===== src/rtl/lemmings_pkg.sv =====
// Shared definitions for the lemming walker FSMs.
//   - 3-bit state encoding (ST_WALK_L = 0 ... ST_SPLAT = 6) and the enum built on it
//   - default survivable fall length
//   - min_cnt_w(): smallest fall-counter width that can represent a count above a given limit
package lemmings_pkg;

    localparam logic [2:0] ST_WALK_L = 3'd0;
    localparam logic [2:0] ST_WALK_R = 3'd1;
    localparam logic [2:0] ST_FALL_L = 3'd2;
    localparam logic [2:0] ST_FALL_R = 3'd3;
    localparam logic [2:0] ST_DIG_L  = 3'd4;
    localparam logic [2:0] ST_DIG_R  = 3'd5;
    localparam logic [2:0] ST_SPLAT  = 3'd6;

    typedef enum logic [2:0] {
        WALK_L = ST_WALK_L,
        WALK_R = ST_WALK_R,
        FALL_L = ST_FALL_L,
        FALL_R = ST_FALL_R,
        DIG_L  = ST_DIG_L,
        DIG_R  = ST_DIG_R,
        SPLAT  = ST_SPLAT
    } lem_state_t;

    localparam int DEF_FALL_LIMIT = 20;

    // The counter must reach FALL_LIMIT+1 before saturating, so that a fatal
    // fall is distinguishable from the longest survivable one.
    function automatic int min_cnt_w(input int limit);
        int w;
        w = 1;
        while (((1 << w) - 1) <= limit) w++;
        return w;
    endfunction

endpackage


===== src/rtl/lemmings_multi_fsm_if.sv =====
// Signal bundle between the terrain/collision logic and the lemming FSM array.
//   bump_left, bump_right, ground, dig       : terrain -> FSM, one bit per lemming
//   walk_left, walk_right, aaah, digging, splat : FSM -> sprite logic, one-hot per lemming
// Modports: master = terrain/collision side, slave = lemmings_multi_fsm.
interface lemmings_multi_fsm_if #(
    parameter int NUM_LEM = 1
);
    logic [NUM_LEM-1:0] bump_left;
    logic [NUM_LEM-1:0] bump_right;
    logic [NUM_LEM-1:0] ground;
    logic [NUM_LEM-1:0] dig;
    logic [NUM_LEM-1:0] walk_left;
    logic [NUM_LEM-1:0] walk_right;
    logic [NUM_LEM-1:0] aaah;
    logic [NUM_LEM-1:0] digging;
    logic [NUM_LEM-1:0] splat;

    modport master (
        output bump_left, bump_right, ground, dig,
        input  walk_left, walk_right, aaah, digging, splat
    );

    modport slave (
        input  bump_left, bump_right, ground, dig,
        output walk_left, walk_right, aaah, digging, splat
    );
endinterface


===== src/rtl/lemming_fsm.sv =====
// One lemming channel: Moore FSM with walk / fall / dig / splat states and a
// saturating fall-duration counter.
// Ports:
//   clk, areset                         clock, synchronous active-high reset (-> WALK_L)
//   bump_left, bump_right, ground, dig  terrain inputs for this lemming
//   walk_left, walk_right, aaah,
//   digging, splat                      one-hot state decode
module lemming_fsm
    import lemmings_pkg::*;
#(
    parameter int FALL_LIMIT = DEF_FALL_LIMIT,
    parameter int FALL_CNT_W = 5,
    parameter bit DIG_EN     = 1'b1
) (
    input  logic clk,
    input  logic areset,
    input  logic bump_left,
    input  logic bump_right,
    input  logic ground,
    input  logic dig,
    output logic walk_left,
    output logic walk_right,
    output logic aaah,
    output logic digging,
    output logic splat
);

    localparam logic [FALL_CNT_W-1:0] LIMIT   = FALL_LIMIT[FALL_CNT_W-1:0];
    localparam logic [FALL_CNT_W-1:0] CNT_ONE = {{(FALL_CNT_W-1){1'b0}}, 1'b1};

    lem_state_t            state, state_next;
    logic [FALL_CNT_W-1:0] fall_cnt, fall_cnt_next;
    logic                  dig_req;

    // NOTE: sequential state uses non-blocking assignments so every register
    // samples the pre-edge values of its neighbours.
    always_ff @(posedge clk) begin
        if (areset) begin
            state    <= WALK_L;
            fall_cnt <= '0;
        end else begin
            state    <= state_next;
            fall_cnt <= fall_cnt_next;
        end
    end

    assign dig_req = DIG_EN && dig;

    // NOTE: every output of this block is given a default first, so no path
    // through the case leaves a signal unassigned (which would infer a latch).
    always_comb begin
        state_next    = state;
        fall_cnt_next = fall_cnt;
        case (state)
            WALK_L: begin
                if (!ground) begin
                    state_next    = FALL_L;
                    fall_cnt_next = CNT_ONE;
                end else if (dig_req) begin
                    state_next = DIG_L;
                end else if (bump_left) begin
                    state_next = WALK_R;
                end
            end
            WALK_R: begin
                if (!ground) begin
                    state_next    = FALL_R;
                    fall_cnt_next = CNT_ONE;
                end else if (dig_req) begin
                    state_next = DIG_R;
                end else if (bump_right) begin
                    state_next = WALK_L;
                end
            end
            FALL_L, FALL_R: begin
                if (!ground) begin
                    // Saturate instead of wrapping: a very long fall must still splat.
                    if (fall_cnt != '1) fall_cnt_next = fall_cnt + 1'b1;
                end else if (fall_cnt > LIMIT) begin
                    state_next = SPLAT;
                end else begin
                    state_next = (state == FALL_L) ? WALK_L : WALK_R;
                end
            end
            DIG_L: begin
                if (!ground) begin
                    state_next    = FALL_L;
                    fall_cnt_next = CNT_ONE;
                end
            end
            DIG_R: begin
                if (!ground) begin
                    state_next    = FALL_R;
                    fall_cnt_next = CNT_ONE;
                end
            end
            SPLAT:   state_next = SPLAT;
            default: state_next = WALK_L;   // unused code 7 recovers to a live state
        endcase
    end

    assign walk_left  = (state == WALK_L);
    assign walk_right = (state == WALK_R);
    assign aaah       = (state == FALL_L) || (state == FALL_R);
    assign digging    = (state == DIG_L)  || (state == DIG_R);
    assign splat      = (state == SPLAT);

endmodule


===== src/rtl/lemmings_multi_fsm.sv =====
// Array of NUM_LEM independent lemming FSMs; bit i of every bus vector is lemming i.
// Ports:
//   clk     single clock
//   areset  synchronous active-high reset, all channels -> WALK_L
//   lem     lemmings_multi_fsm_if.slave: terrain inputs in, one-hot state outputs out
module lemmings_multi_fsm
    import lemmings_pkg::*;
#(
    parameter int NUM_LEM    = 1,
    parameter int FALL_LIMIT = DEF_FALL_LIMIT,
    parameter int FALL_CNT_W = 5,
    parameter bit DIG_EN     = 1'b1
) (
    input  logic                  clk,
    input  logic                  areset,
    lemmings_multi_fsm_if.slave   lem
);

    if (NUM_LEM < 1) begin : g_bad_num_lem
        $error("lemmings_multi_fsm: NUM_LEM must be at least 1");
    end

    if (FALL_CNT_W < min_cnt_w(FALL_LIMIT)) begin : g_bad_cnt_w
        $error("lemmings_multi_fsm: FALL_CNT_W too small to count past FALL_LIMIT");
    end

    for (genvar i = 0; i < NUM_LEM; i++) begin : g_lem
        lemming_fsm #(
            .FALL_LIMIT (FALL_LIMIT),
            .FALL_CNT_W (FALL_CNT_W),
            .DIG_EN     (DIG_EN)
        ) u_lem (
            .clk        (clk),
            .areset     (areset),
            .bump_left  (lem.bump_left[i]),
            .bump_right (lem.bump_right[i]),
            .ground     (lem.ground[i]),
            .dig        (lem.dig[i]),
            .walk_left  (lem.walk_left[i]),
            .walk_right (lem.walk_right[i]),
            .aaah       (lem.aaah[i]),
            .digging    (lem.digging[i]),
            .splat      (lem.splat[i])
        );
    end

endmodule

===== src/flat_wrapper.sv =====
// flat-port wrapper written by rule: the top's interface ports become plain ports
module lemmings_multi_fsm_flat import lemmings_pkg::*;
#(
    parameter int NUM_LEM    = 1,
    parameter int FALL_LIMIT = DEF_FALL_LIMIT,
    parameter int FALL_CNT_W = 5,
    parameter bit DIG_EN     = 1'b1
)
  (clk, areset, lem_bump_left, lem_bump_right, lem_ground, lem_dig, lem_walk_left, lem_walk_right, lem_aaah, lem_digging, lem_splat);
  lemmings_multi_fsm_if #(.NUM_LEM(NUM_LEM)) lem_i ();
  input  logic clk;
  input  logic areset;
  input wire logic [$bits(lem_i.bump_left)-1:0] lem_bump_left;
  input wire logic [$bits(lem_i.bump_right)-1:0] lem_bump_right;
  input wire logic [$bits(lem_i.ground)-1:0] lem_ground;
  input wire logic [$bits(lem_i.dig)-1:0] lem_dig;
  output wire logic [$bits(lem_i.walk_left)-1:0] lem_walk_left;
  output wire logic [$bits(lem_i.walk_right)-1:0] lem_walk_right;
  output wire logic [$bits(lem_i.aaah)-1:0] lem_aaah;
  output wire logic [$bits(lem_i.digging)-1:0] lem_digging;
  output wire logic [$bits(lem_i.splat)-1:0] lem_splat;
  assign lem_i.bump_left = lem_bump_left;
  assign lem_i.bump_right = lem_bump_right;
  assign lem_i.ground = lem_ground;
  assign lem_i.dig = lem_dig;
  assign lem_walk_left = lem_i.walk_left;
  assign lem_walk_right = lem_i.walk_right;
  assign lem_aaah = lem_i.aaah;
  assign lem_digging = lem_i.digging;
  assign lem_splat = lem_i.splat;
  lemmings_multi_fsm #(.NUM_LEM(NUM_LEM), .FALL_LIMIT(FALL_LIMIT), .FALL_CNT_W(FALL_CNT_W), .DIG_EN(DIG_EN)) u_core (.clk(clk), .areset(areset), .lem(lem_i));
endmodule

===== config.mk =====
export PLATFORM = sky130hd
export DESIGN_NAME = lemmings_multi_fsm_flat
export DESIGN_NICKNAME = d
export VERILOG_FILES = /design/src/rtl/lemmings_pkg.sv /design/src/rtl/lemmings_multi_fsm_if.sv /design/src/rtl/lemming_fsm.sv /design/src/rtl/lemmings_multi_fsm.sv /design/src/flat_wrapper.sv
export SDC_FILE = /design/constraint.sdc
export NUM_CORES = 1
export LEC_CHECK = 0
export ABC_CLOCK_PERIOD_IN_PS = 1900
export BUFFER_PORTS_ARGS = -buffer_cell sky130_fd_sc_hd__buf_2
export CAP_MARGIN = 20
export CORE_MARGIN = 4
export CORE_UTILIZATION = 36
export DETAILED_ROUTE_END_ITERATION = 8
export SLEW_MARGIN = 20
export SYNTH_ARGS = -nofsm -noshare
export SYNTH_HDL_FRONTEND = slang
export SYNTH_HIERARCHICAL = 1
export SYNTH_SLANG_ARGS = --single-unit

===== constraint.sdc =====
create_clock -name clk -period 1.9 [get_ports clk]
set_clock_uncertainty 0.15 [all_clocks]
set_input_delay 0.095 -clock clk [delete_from_list [all_inputs] [get_ports clk]]
set_output_delay 0.095 -clock clk [all_outputs]
set_load 0.005 [all_outputs]

==> reports/metrics.yaml <==
detailed_routing:
  routedWlPerCell_um: 11.8
  firstDrtPassIters: 4
  vias_per_cell: 5.02
  drtIter0Drc: 7
  via_count: 472
  drc: 0
  final_antenna_net_count: 0
  drt_wl_total_mm: 1.11
cells_and_area:
  seq_area_um2: 164
  insertedDiodeCount: 0
  syn_to_final_growth_pct: 20.2
  multiInputGateArea_um2: 380
  postLayoutCoreUtil: 0.454
  fill_cells: 157
  layout.nets: 89
  drive_above_1_share: 0.346
sta:
  whs_ns: 0.0267
  timing.fmax_mhz: 543
  period_needed_ns: 1.84
  setup_ws_ns: 0.0589
  finalSetupTns_ns: 0
  tightest_slew_ns: 0.340
  hold_viol: 0
  report.final.slew_viol_count: 0
  min_period_over_period: 0.969
  setup_viol_count_final: 0
  relSlewSlack: 0.773
power_and_ir_drop:
  ir_worst_vdd_mv: 0.319
  leakagePower_nw: 0.289
  powerDensity_nw_per_um2: 582
worst_setup_path:
  path_cells: "ha_2 > and3_4 > ha_2 > nor3_4 > buf_4 > mux2i_1 > nor2_1"
  rrSetupSlack_ns: 0.06
  arrival_ns: 1.82
  crit_top_cell: "ha_2"
  r2r_end: "u_core/g_lem[0].u_lem/fall_cnt[4]"
  cp-end-kind: "register"
  cp.required_ns: 1.88
  slowest_stage: "dfxtp_4"
  reg2reg_depth: 7
  critical_path.startpoint: "u_core/g_lem[0].u_lem/fall_cnt[0]"
  start_kind: "register"
  crit_end: "u_core/g_lem[0].u_lem/fall_cnt[4]"
  worstPathMaxFanout: 5
  max_stage_delay_ns: 0.35
  worstReg2RegStart: "u_core/g_lem[0].u_lem/fall_cnt[0]"
  crit_type: "reg -> reg"
yosys:
  postSynthCellCount: 64
  syn_area_um2: 569
  synth_cell_types: 32
  yosysTopAreaCell: "dfxtp_1"
  synth.yosys.seq_area_share: 0.281
  syn_area_per_cell_um2: 8.90
  synth_area_leaders: "dfxtp_1 (28%), ha_1 (6.6%), nor2_1 (5.9%)"
  synth_seq_cells: 8
  synth_edf_count: 0
  synth_nets: 73
  async_flop_share: 0
  synth-main-ff-cell: "dfxtp_1"
  yosysWarnings: 6
  synth_top_area_frac: 0.281
clock_network:
  clk_pin_slew_worst_paths_ns: 0.05
  clkSinkCount: 8
  clk_latency_ns: 0.26
  cts_root_buf: "clkbuf_4"
  htreeDepth: 1
  cts_tree: "yes"
  clockBufferDepth: 2
  numCtsBuffers: 3
floorplan:
  core_um2: 1510
  die_x_um: 47.8
  initial_core_util: 0.378
  die-area_um2: 2280
  pin_count: 11
  fp.dieH_um: 47.8
  rows: 14
min_path:
  hp-class: "in -> reg"
global_routing:
  grt_usage: 0.109
  grt_pass1_wl_mm: 1.70
  antenna_found_initial: 0
  overflow: 0
  grt_start_max_net_pins: 11
  grt_pass1_vias: 409
placement:
  dpl_worst_slack_ns: 0.0899
  dp_hpwl_um: 763
  place_congestion: 0.814
  portBuffers: 10
flow_run:
  maxCapViolations: 0
run_status:
  status: "finished clean"
-- layout by cell type (no fill, tap or decap), types with 2 or more instances in the layout --
| cell | synthesis | routed |
|---|---|---|
| buf_2 | 1 | 10 |
| nor2_1 | 9 | 9 |
| dfxtp_1 | 8 | 7 |
| nor2b_1 | 4 | 4 |
| buf_4 | 2 | 4 |
| clkbuf_4 | 0 | 3 |
| nand2_1 | 3 | 3 |
| mux2i_1 | 3 | 3 |
| inv_1 | 2 | 2 |
| nor3b_1 | 2 | 2 |
| o21bai_1 | 2 | 2 |
| o21ai_0 | 2 | 2 |
| mux2_2 | 2 | 2 |
| o21a_1 | 2 | 2 |
| xor2_1 | 2 | 2 |
| ha_2 | 0 | 2 |
-- kinds of logic after synthesis --
kind of cell             after synthesis  share of synthesized area
buffers and inverters                  6                     0.0681
XOR/XNOR                               3                     0.0462
adder cells (fa/ha/maj)                3                     0.0659
multiplexers                           5                     0.0923
flip-flops                             8                      0.281
AO/OA/AOI/OAI                         14                      0.189
AND/OR/NAND/NOR                       25                      0.257
-- worst max-delay path, delay by kind of cell (launching register included) --
family	cells	cell delay, ns
simple gates	3	0.53
flops	1	0.35
buf+inv	1	0.17
mux	1	0.16
fa+ha+maj	2	0.36
-- worst min path at each step --
stage / endpoint / slack (ns) / from / depth (start not counted)
floorplan: u_core/g_lem[0].u_lem/fall_cnt[0] / 0.02 / areset / 1
global placement: u_core/g_lem[0].u_lem/fall_cnt[0] / 0.22 / areset / 2
detailed placement: u_core/g_lem[0].u_lem/state[2] / 0.21 / areset / 2
CTS: u_core/g_lem[0].u_lem/state[1] / 0.01 / lem_ground / 2
global route: u_core/g_lem[0].u_lem/state[1] / 0.04 / lem_ground / 2
finish: u_core/g_lem[0].u_lem/state[1] / 0.03 / lem_ground / 2
-- metal layers --
metal  vias up  track usage  routed length [µm]
li1        256            -                   -
met1       205        0.146                 561
met2        11        0.142                 476
met3         0       0.0564                  69
met4         0       0.0484                   0
met5         -            0                   0
-- power by group --
part / internal (mW) / total, mW / switching [mW]
combinational: 0.0458 / 0.0831 / 0.0373
sequential: 0.175 / 0.187 / 0.0122
clock: 0.0721 / 0.128 / 0.0557
total: 0.293 / 0.398 / 0.105
-- registers in the layout, indices dropped and copies added (netlist names) --
register                     flops
u_core/g_lem.u_lem/fall_cnt      5
u_core/g_lem.u_lem/state         3
-- per-stage QoR --
stage	instances	cell area [µm²]	power, mW
finish	94	684	0.398
floorplan	64	569	0.248
global placement	88	623	0.267
detailed placement	88	623	0.267
global route	94	684	0.423
CTS	92	656	0.402
-- synthesized netlist by cell type, drive strengths merged (2+ instances only) --
cell type	number
buf	4
dfxtp	8
ha	3
inv	2
mux2	2
mux2i	3
nand2	3
nor2	9
nor2b	4
nor3	2
nor3b	3
o21a	2
o21ai	3
o21bai	2
xor2	2
-- layout make-up --
type	count	share of cell area
clock buffer	3	0.0329
sequential	8	0.239
tap	16	0.0293
multi-input combinational	50	0.556
timing repair buffer	15	0.132
inverter	2	0.0110
-- repair_timing --
action	CTS	global route
buffers inserted	0	2
hold buffers	1	0
endpoints found under the hold margin	3	0
gates resized for setup	0	5
endpoints found under the setup margin	0	2
Power figures use the tool's default switching activity.
